$ cat src/rtl/pipeline_stall_controller.sv
// rtl/pipeline_stall_controller.sv - prioritised stall/bubble/flush sequencing for the 5-stage pipeline
module pipeline_stall_controller #(
    parameter int FLUSH_CYCLES = 1,
    parameter int CNT_W        = 16
) (
    input  logic             clk,
    input  logic             rst,
    input  logic             i_hazard_detected,
    input  logic             i_branch_taken,
    input  logic             i_mem_req,
    input  logic             i_mem_ready,
    input  logic             i_clr_stats,
    output logic             o_freeze_all,
    output logic             o_freeze_if,
    output logic             o_bubble_id,
    output logic             o_flush_if,
    output logic [CNT_W-1:0] o_stall_cycles
);

    typedef enum logic [1:0] {
        S_RUN      = 2'd0,
        S_MEM_WAIT = 2'd1,
        S_FLUSH    = 2'd2
    } state_t;

    state_t           r_state;
    state_t           r_ret_state;
    state_t           w_next_state;
    state_t           w_next_ret;
    state_t           w_eff_state;
    logic [2:0]       r_flush_cnt;
    logic [2:0]       w_next_flush_cnt;
    logic [CNT_W-1:0] r_stall_cycles;
    logic             w_mem_wait;
    logic             w_stalled;

    assign w_mem_wait = i_mem_req & ~i_mem_ready;
    // The ready cycle of a memory wait behaves exactly like the state it interrupted.
    assign w_eff_state = (r_state == S_MEM_WAIT) ? r_ret_state : r_state;

    always_ff @(posedge clk or posedge rst) begin
        if (rst) begin
            r_state     <= S_RUN;
            r_ret_state <= S_RUN;
            r_flush_cnt <= 3'd0;
        end else begin
            r_state     <= w_next_state;
            r_ret_state <= w_next_ret;
            r_flush_cnt <= w_next_flush_cnt;
        end
    end

    always_comb begin
        w_next_state     = r_state;
        w_next_ret       = r_ret_state;
        w_next_flush_cnt = r_flush_cnt;
        o_freeze_all     = 1'b0;
        o_freeze_if      = 1'b0;
        o_bubble_id      = 1'b0;
        o_flush_if       = 1'b0;
        if (rst) begin
            w_next_state = S_RUN;
        end else if (w_mem_wait) begin
            o_freeze_all = 1'b1;
            w_next_state = S_MEM_WAIT;
            if (r_state != S_MEM_WAIT) begin
                w_next_ret = r_state;
            end
        end else if (w_eff_state == S_FLUSH) begin
            o_flush_if       = 1'b1;
            o_bubble_id      = 1'b1;
            w_next_flush_cnt = r_flush_cnt - 3'd1;
            w_next_state     = (r_flush_cnt == 3'd1) ? S_RUN : S_FLUSH;
        end else begin
            w_next_state = S_RUN;
            if (i_branch_taken) begin
                o_flush_if  = 1'b1;
                o_bubble_id = 1'b1;
                if (FLUSH_CYCLES > 1) begin
                    w_next_state     = S_FLUSH;
                    w_next_flush_cnt = 3'(FLUSH_CYCLES - 1);
                end
            end else if (i_hazard_detected) begin
                o_freeze_if = 1'b1;
                o_bubble_id = 1'b1;
            end
        end
    end

    assign w_stalled = o_freeze_all | o_freeze_if;

    always_ff @(posedge clk or posedge rst) begin
        if (rst) begin
            r_stall_cycles <= '0;
        end else if (i_clr_stats) begin
            r_stall_cycles <= '0;
        end else if (w_stalled && !(&r_stall_cycles)) begin
            r_stall_cycles <= r_stall_cycles + CNT_W'(1);
        end
    end

    assign o_stall_cycles = r_stall_cycles;

endmodule

$ cat config.mk
export PLATFORM = sky130hd
export DESIGN_NAME = pipeline_stall_controller
export DESIGN_NICKNAME = d
export VERILOG_FILES = /design/src/rtl/pipeline_stall_controller.sv
export SDC_FILE = /design/constraint.sdc
export NUM_CORES = 1
export LEC_CHECK = 0
export CAP_MARGIN = 20
export CORE_ASPECT_RATIO = 1.4
export CORE_MARGIN = 2
export CORE_UTILIZATION = 45
export CTS_CLUSTER_DIAMETER = 30
export DETAILED_ROUTE_END_ITERATION = 16
export GPL_ROUTABILITY_DRIVEN = 0
export PLACE_DENSITY = 0.75
export REMOVE_ABC_BUFFERS = 1
export SYNTH_ARGS = -nofsm -noshare
export SYNTH_HDL_FRONTEND = slang
export SYNTH_SLANG_ARGS = --single-unit
$ cat constraint.sdc
create_clock -name clk -period 1.8 [get_ports clk]
set_clock_uncertainty 0.15 [all_clocks]
set_input_delay 0.27 -clock clk [delete_from_list [all_inputs] [get_ports clk]]
set_output_delay 0.27 -clock clk [all_outputs]
set_load 0.05 [all_outputs]
---- After elaboration in Yosys (flattened, before gate mapping) ----
Cells that the tools add are included.
cells by class
  add/sub/neg operators ................... 2
  equality and inequality tests ........... 4
  muxes and demuxes ....................... 22
  bitwise gates (word level) .............. 5
  reduce and logical (&&, ||, !) cells .... 6
operators with widths
  kind                   count
  $mux 16                2
  $add 16x1->16 const B  1
  $reduce_and 16->1      1
  $mux 1                 15
  $mux 2                 5
  $reduce_and 3->1       2
  $eq 3x1->1 const B     1
  $not 1->1              3
  $sub 3x1->3 const B    1
  $eq 2x1->1 const B     1
  $eq 2x2->1 const B     1
  $ne 2x1->1 const B     1
  $reduce_bool 2->1      1
  $and 1x1->1            1
  $logic_and 1x1->1      1
  $logic_not 1->1        1
  $or 1x1->1             1
storage, ports and cells
  bits in registers ....................... 23
  input port bits ......................... 7
  output and inout bits ................... 20
  logic and storage cells ................. 43

---- Depth between registers and ports, before layout ----
Gate-level depths: netlist of the first run.
  depth after elaboration ................. 10
  depth in mapped cells ................... 8
  gate-level depth less buffers ........... 6

---- Least setup slack after synthesis of the first run ----
Ideal clock, no wire load.
  path type ............................... input-to-reg
  start ................................... input rst
  end ..................................... register r_stall_cycles[5] (netlist: o_stall_cycles[5])
  setup time .............................. 125 ps
  data arrival time ....................... 2258 ps
  data required time ...................... 1525 ps
  slack ................................... -733 ps
  cell stages on the path ................. 7
  buffers on the path ..................... 2
  cell sequence ........................... inv_2 and3_1 clkbuf_1 a31oi_2 buf_4 nor4_1 mux2_2
on the way
  cells in the longest elaborated chain, start to end .. 4
  elaborated cells between the ends (all ways) .. 5
  those cells by class .................... mux (2); bitwise (1); reduce/logical (2)
RTL lines
  what                                line  text
  start, declared                     7     input logic rst,
  $mux 1                              61    if (rst) begin
  named net o_freeze_all              13    output logic o_freeze_all,
  $or 1x1->1                          90    assign w_stalled = o_freeze_all | o_freeze_if;
  $logic_and 1x1->1                   97    end else if (w_stalled && !(&r_stall_cycles)) begin
  $reduce_bool 2->1 (no source line)  -
  end signal, assigned                98    r_stall_cycles <= r_stall_cycles + CNT_W'(1);
  end, declared                       33    logic [CNT_W-1:0] r_stall_cycles;
The timed path passes the listed nets, and every way through them passes these cells.
A chain may end at the register's enable or synchronous reset.

---- Worst setup path in the final report of the first run ----
  start ................................... register r_state[1]
  end ..................................... output o_bubble_id
on the way
  cells in the longest elaborated chain, start to end .. 6
RTL lines
  what                    line  text
  start, declared         26    state_t r_state;
  start signal, assigned  47    r_state <= w_next_state;
  $eq 2x1->1              39    assign w_eff_state = (r_state == S_MEM_WAIT) ? r_ret_state : r_state;
  $mux 2 *                39
  $eq 2x2->1 *            69    end else if (w_eff_state == S_FLUSH) begin
  $mux 1 *                69
  $mux 1 *                63    end else if (w_mem_wait) begin
  $mux 1 *                61
  end, declared           15    output logic o_bubble_id,
Every way passes the cells marked *; elsewhere a longest branch is shown, timed or not.

==> metrics.md, run 1 <==
| Metric | Value |
|---|---|
| Outcome | finished, violations left |
| Failing checks | negative setup slack |
| Ys flop type | dfrtp_1 |
| Hold Path Class | in2async |
| Initial antenna violation count | 0 |
| Cts hold-fix bufs | 0 |
| Via count | 1,292 |
| Net Sw Power | 0.244 mW |
| Maximum root-to-sink buffer count | 2 |
| Sequential share of power | 0.568 |
| Area Overhead vs Synth | 49.6% |
| #FFs+latches synth | 23 |
| Pins Over Slew Limit | 0 |
| Worst Setup Start Kind | flop |
| Hold_ws | 198 ps |
| DIE AREA | 3270 sq um |
| Count of final setup violators | 19 |
| DRT antenna net count | 0 |
| Placed Cells | 224 |
| Total GRT Usage | 0.217 |
| Largest net degree at the start of global routing | 24 |
| Final wirelength | 3270 um |
| Switch share | 0.266 |
| P_leak | 0.834 nW |
| Number of global-route vias before repair | 1,244 |
| Sequential share of the synthesized area | 0.454 |
| Final HPWL DP | 2530 um |
| Crit Path Category | reg2out |
| CTS Sinks | 23 |
| Worst endpoint required time | 1380 ps |
| MaxCap Viol Count | 0 |
| Io pins | 27 |
| Ratio of cells with drive above 1 in the final layout | 0.376 |
| Mean Syn Cell Area | 9.33 sq um |
| Comb pwr share | 0.162 |
| Nets | 205 |
| Yosys cell types | 36 |
| H-tree depth | 1 |
| Setup crit end kind | primary output |
| Place WS | -473 ps |
| Max Freq | 0.462 GHz |
| Chip Width | 48.9 um |
| Ys async rst share | 1.00 |
| # diodes | 0 |
| Clock slew at reported path FFs | 120 ps |
| First-pass GRT wire length | 5440 um |
| Commonest non-fill, non-tap cell in the layout | buf_4 |
| CTS tree | done |
| Core ar. | 2640 sq um |
| Clk pwr share | 0.269 |
| Period utilization | 1.20 |
| Period minus WS final | 2160 ps |
| Most frequent cells in the layout | buf_4, dfrtp_1, a21oi_1, nand2_1, o31ai_1 |
| Cell area after synthesis | 1270 sq um |
| Total power per unit cell area | 484 nW/um^2 |
| Drt first pass iters | 4 |
| Die height | 66.8 um |
| Crit path DAT | 1740 ps |
| Peak VDD IR | 0.000452 V |
| # port buffers | 26 |
| Slew @ Worst Pin | 335 ps |
| Routed len/inst | 14.2 um |
| Max FO, Critical Path | 2 |
| CTS Buf Count | 3 |
| Final hold viol count | 0 |
| Final worst slack | -365 ps |
| Routed vias/inst | 5.62 |
| Row count | 22 |
| TNS Setup | -5240 ps |
| Gate Count Post-Synth | 136 |
| First DRT Iteration DRCs | 26 |
| Final cell count without fillers | 230 |
| Total grt overflow | 0 |
| Pint | 0.674 mW |
| Synth warn | 0 |
| Slew HR | 0.776 |
| Worst skew pair latency | 320 ps |
| Starting density of the core | 0.480 |
| Post-synth EDFFs | 0 |
| CTS Root Cell | clkbuf_4 |
| RSZ-0062 raised after global routing | true |
| # DRC | 0 |
-- critical path, stage by stage, from the launching register on --
cell and delay [ps]:
dfrtp_2 460, nor4bb_4 370, nor3_4 90, buf_6 130
nor2b_4 100, a21o_1 130, buf_12 140
-- path summary, 6_finish.rpt --
kind                                                 start                             to  slack (ps)  depth (start not counted)
worst max register to register        r_state[1]$_DFF_PP0_  o_stall_cycles[9]$_DFFE_PP0P_        -360                          7
worst min-delay path                                   rst  o_stall_cycles[1]$_DFFE_PP0P_         200                          3
worst max-delay path                  r_state[1]$_DFF_PP0_                    o_bubble_id        -360                          6
max in group asynchronous                              rst           r_state[1]$_DFF_PP0_        1060                          3
worst min register to register  r_flush_cnt[2]$_DFFE_PP0P_     r_flush_cnt[2]$_DFFE_PP0P_         330                          1
min in group clk                r_flush_cnt[2]$_DFFE_PP0P_     r_flush_cnt[2]$_DFFE_PP0P_         330                          1
-- power by group through the flow --
| stage | clock (mW) | combinational (mW) | sequential [mW] |
|---|---|---|---|
| 6_report | 0.247 | 0.149 | 0.522 |
| 2_1_floorplan | 0 | 0.0494 | 0.541 |
| 3_5_place_dp | 0 | 0.141 | 0.532 |
| 5_1_grt | 0.275 | 0.160 | 0.522 |
| 4_1_cts | 0.247 | 0.149 | 0.522 |
| 3_3_place_gp | 0 | 0.138 | 0.531 |
-- logic make-up after synthesis --
family          share of synthesized area
buf+inv                            0.0552
simple gates                        0.240
flops                               0.454
fa+ha+maj                          0.0296
xor+xnor                           0.0138
compound gates                      0.199
mux                               0.00888
-- synth_stat cells, types with 2 or more instances --
cell type	instances	area, sq um
and4_1	2	17.5
nor2b_1	3	18.8
nand2_1	11	41.3
nand4_1	3	18.8
dfrtp_1	23	576
or3_1	4	25.0
inv_1	8	30.0
and2_1	2	12.5
buf_4	2	15.0
nand3_1	2	10.0
o21ai_0	4	20.0
a21oi_1	18	90.1
nor2_1	5	18.8
ha_1	3	37.5
o31ai_1	10	75.1
buf_2	2	10.0
clkbuf_1	2	7.51
or4_1	9	67.6
and3_1	4	25.0
a21o_1	2	15.0
xnor2_1	2	17.5
-- metrics by stage --
step / area [sq um] / util / power (mW)
after floorplan: 1230 / - / 0.590
after global placement: 1790 / 0.676 / 0.669
after detailed placement: 1790 / 0.676 / 0.672
after CTS: 1890 / 0.716 / 0.918
after global routing: 1900 / 0.718 / 0.957
final: 1900 / 0.718 / 0.918
-- area by class of cell --
cell class	instances	area [sq um]
multi-input cells	97	682
flip-flops and latches	23	577
clock buffers	4	26.3
fillers	218	744
inverters	9	33.8
well taps	36	45.0
repair buffers	61	534
-- layer usage --
layer / GRT usage / vias up / share of wire
met5: 0 / - / 0
met4: 0.0786 / 0 / 0.016
met3: 0.0404 / 7 / 0.041
met2: 0.414 / 40 / 0.55
met1: 0.236 / 627 / 0.39
li1: - / 618 / -
-- flip-flops by register name, summed over array words and instances, names as in the netlist --
signal	flops
o_stall_cycles	16
r_flush_cnt	3
r_ret_state	2
r_state	2
-- repair_timing --
| action | 4_1_cts | 5_1_grt |
|---|---|---|
| setup endpoints to repair | 19 | 19 |
| gates cloned | 0 | 0 |
| pin swaps | 6 | 2 |
| endpoints found under the hold margin | 0 | 0 |
| resized for setup | 15 | 2 |
| buffers inserted | 3 | 0 |
Note: power is estimated with default switching activity, not from simulation.
==> run 2, diff against run 1 <==
--- a/config.mk
+++ b/config.mk
@@ -5,7 +5,7 @@
 export SDC_FILE = /design/constraint.sdc
 export NUM_CORES = 1
 export LEC_CHECK = 0
-export CAP_MARGIN = 20
+export CAP_MARGIN = 30
 export CORE_ASPECT_RATIO = 1.4
 export CORE_MARGIN = 2
 export CORE_UTILIZATION = 45
==> results of run 2 <==
Final layout, timing and power as in run 1 (identical DEF).
==> run 3, diff against run 2 <==
--- a/config.mk
+++ b/config.mk
@@ -8,11 +8,12 @@
 export CAP_MARGIN = 30
 export CORE_ASPECT_RATIO = 1.4
 export CORE_MARGIN = 2
-export CORE_UTILIZATION = 45
+export CORE_UTILIZATION = 55
 export CTS_CLUSTER_DIAMETER = 30
 export DETAILED_ROUTE_END_ITERATION = 16
+export DONT_BUFFER_PORTS = 1
 export GPL_ROUTABILITY_DRIVEN = 0
-export PLACE_DENSITY = 0.75
+export PLACE_DENSITY = 0.7
 export REMOVE_ABC_BUFFERS = 1
 export SYNTH_ARGS = -nofsm -noshare
 export SYNTH_HDL_FRONTEND = slang
==> constraint.sdc (replaced) <==
create_clock -name clk -period 2.5 [get_ports clk]
set_clock_uncertainty 0.15 [all_clocks]
set_input_delay 0.375 -clock clk [delete_from_list [all_inputs] [get_ports clk]]
set_output_delay 0.375 -clock clk [all_outputs]
set_load 0.05 [all_outputs]
==> run 3 against run 2 <==
  * The run now ends clean
  * Core utilization is 3.3 points lower
  * Critical path depth is 1 lower
  * Routed wire length is 17% lower
  * Global-route usage is 0.71 points higher
  * Power is 33% lower
  * Non-clock buffer count is 36 lower
  * Flip-flop and latch count stayed put
  * Sequential power is 28% lower
  * Worst hold slack worse by 21 ps
  * Register-to-register slack better by 730 ps
  * Critical path type unchanged
  * Critical endpoint unchanged
  * Largest power group unchanged
==> metrics.md, run 3 (same netlist as run 1, synthesis figures left out) <==
| Metric | Value |
|---|---|
| Outcome | finished clean |
| Post-layout util | 0.686 (-0.0326) |
| RR Endpoint | o_stall_cycles[3]$_DFFE_PP0P_ |
| Total GRT Usage | 0.224 (+0.00711) |
| Setup crit end kind | primary output |
| Placed Cells | 174 (-22%) |
| Most frequent cells in the layout | dfrtp_1, buf_4, a21oi_1, nand2_1, o31ai_1 |
| Final hold viol count | 0 (unchanged) |
| Largest net degree at the start of global routing | 24 (unchanged) |
| Area Overhead vs Synth | 17.7% |
| Drt first pass iters | 4 (unchanged) |
| WHS Endpoint | o_stall_cycles[5]$_DFFE_PP0P_ |
| Die height | 60.8 um (-9.0%) |
| Hold_sp | i_clr_stats |
| Post-DP Area | 1450 sq um (-19%) |
| Maximum root-to-sink buffer count | 2 (unchanged) |
| Total grt overflow | 0 (unchanged) |
| Power Total | 0.618 mW (-33%) |
| Slew @ Worst Pin | 550 ps (+216 ps) |
| Routed vias/inst | 6.08 (+8.2%) |
| Worst reg-to-reg path cell count | 7 (unchanged) |
| Peak VDD IR | 0.000249 V (-45%) |
| R2r startpoint | o_stall_cycles[0]$_DFFE_PP0P_ |
| H-tree depth | 1 (unchanged) |
| Initial antenna violation count | 0 (unchanged) |
| Starting density of the core | 0.583 (+0.103) |
| DIE AREA | 2710 sq um (-17%) |
| Nets | 169 (-18%) |
| Hold Path Class | in2reg |
| Crit Path Category | reg2out |
| CTS Buf Count | 3 (unchanged) |
| Period minus WS final | 2250 ps |
| Routed len/inst | 15.2 um (+6.7%) |
| Row count | 20 (-9.1%) |
| Ratio of cells with drive above 1 in the final layout | 0.203 (-0.174) |
| Commonest non-fill, non-tap cell in the layout | dfrtp_1 |
| MaxCap Viol Count | 0 (unchanged) |
| DRT antenna net count | 0 (unchanged) |
| # DRC | 0 (unchanged) |
| Number of global-route vias before repair | 1,077 (-13%) |
| Period utilization | 0.901 |
| Crit path DAT | 1730 ps (about the same) |
| Final HPWL DP | 2070 um (-18%) |
| # port buffers | 0 (-100%) |
| First-pass GRT wire length | 4470 um (-18%) |
| # diodes | 0 (unchanged) |
| P_leak | 0.640 nW (-23%) |
| First DRT Iteration DRCs | 19 (-27%) |
| Worst endpoint required time | 1980 ps (+600 ps) |
| CTS tree | done |
| Slew HR | 0.632 (-0.144) |
| Total power per unit cell area | 414 nW/um^2 (-14%) |
| Io pins | 27 (unchanged) |
| RSZ-0062 raised after global routing | false |
| Core ar. | 2180 sq um (-18%) |
| Chip Width | 44.6 um (-8.8%) |
| CTS Root Cell | clkbuf_4 |
| Max FFs per register | 16 (unchanged) |
| Count of final setup violators | 0 (-19) |
| Post-CTS resize count | 0 (-15) |
| Worst skew pair latency | 310 ps (about the same) |
| R2R setup slack | 370 ps (+730 ps) |
| Hold Path Stages | 2 |
| Max FO, Critical Path | 4 (+2) |
| Final wirelength | 2730 um (-17%) |
| Design Area, Final | 1490 sq um (-21%) |
| Max Freq | 0.444 GHz |
| Clock slew at reported path FFs | 130 ps (about the same) |
| Final cell count without fillers | 180 (-22%) |
| Post-CTS setup buffer count | 0 (-3) |
| Worst Setup Start Kind | flop |
| CTS Sinks | 23 (unchanged) |
| Via count | 1,094 (-15%) |
| Pins Over Slew Limit | 0 (unchanged) |
| Cts hold-fix bufs | 2 (+2) |
| TNS Setup | 0 ps (+5240 ps) |
-- run 3: changes by cell type in the layout (fill, tap and decap cells not counted), sizes merged --
cell	before	now
clkdlybuf4s50	6	0
clkbuf	4	3
dlygate4sd3	0	2
clkinv	0	1
buf	55	23
-- run 3: area by class of cell --
cell class	instances	area [sq um]
fillers	186	684
flip-flops and latches	23	576
repair buffers	25	205
clock buffers	3	22.5
multi-input cells	97	623
clock inverters	1	5.00
inverters	9	33.8
well taps	22	27.5
-- run 3: worst max-delay path by stage --
stage / to / startpoint / slack (ps) / cells past startpoint
finish: o_bubble_id / r_state[1]$_DFF_PP0_ / 250 / 5
detailed placement: o_stall_cycles[7]$_DFFE_PP0P_ / o_stall_cycles[0]$_DFFE_PP0P_ / 420 / 7
global route: o_bubble_id / r_state[1]$_DFF_PP0_ / 160 / 5
CTS: o_bubble_id / r_state[1]$_DFF_PP0_ / 220 / 5
floorplan: o_stall_cycles[5]$_DFFE_PP0P_ / rst / -100 / 5
global placement: o_stall_cycles[9]$_DFFE_PP0P_ / o_stall_cycles[0]$_DFFE_PP0P_ / 480 / 7
-- run 3: report_power, final --
group          internal (mW)  switching (mW)  total [mW]
Combinational         0.0220          0.0488      0.0708
Clock                 0.0596           0.112       0.171
Sequential             0.374         0.00141       0.376
-- run 3: layer usage --
| layer | wire length [um] | part of all wire | track usage |
|---|---|---|---|
| met3 | 74 | 0.027 | 0.0327 |
| met1 | 1120 | 0.41 | 0.247 |
| met2 | 1500 | 0.55 | 0.422 |
| met5 | 0 | 0 | 0 |
| met4 | 38 | 0.014 | 0.0823 |
-- run 3: per-stage QoR --
step,worst slack [ps],hold slack [ps]
6_report,248,177
5_1_grt,159,172
4_1_cts,222,158
3_5_place_dp,423,183
3_3_place_gp,481,168
2_1_floorplan,-101,99.7
-- run 3: critical path: stages, from the launching register on --
cell,delay [ps]
dfrtp_1,430
nor4bb_1,420
nor3_2,120
nor2b_1,180
a21o_1,150
buf_12,140
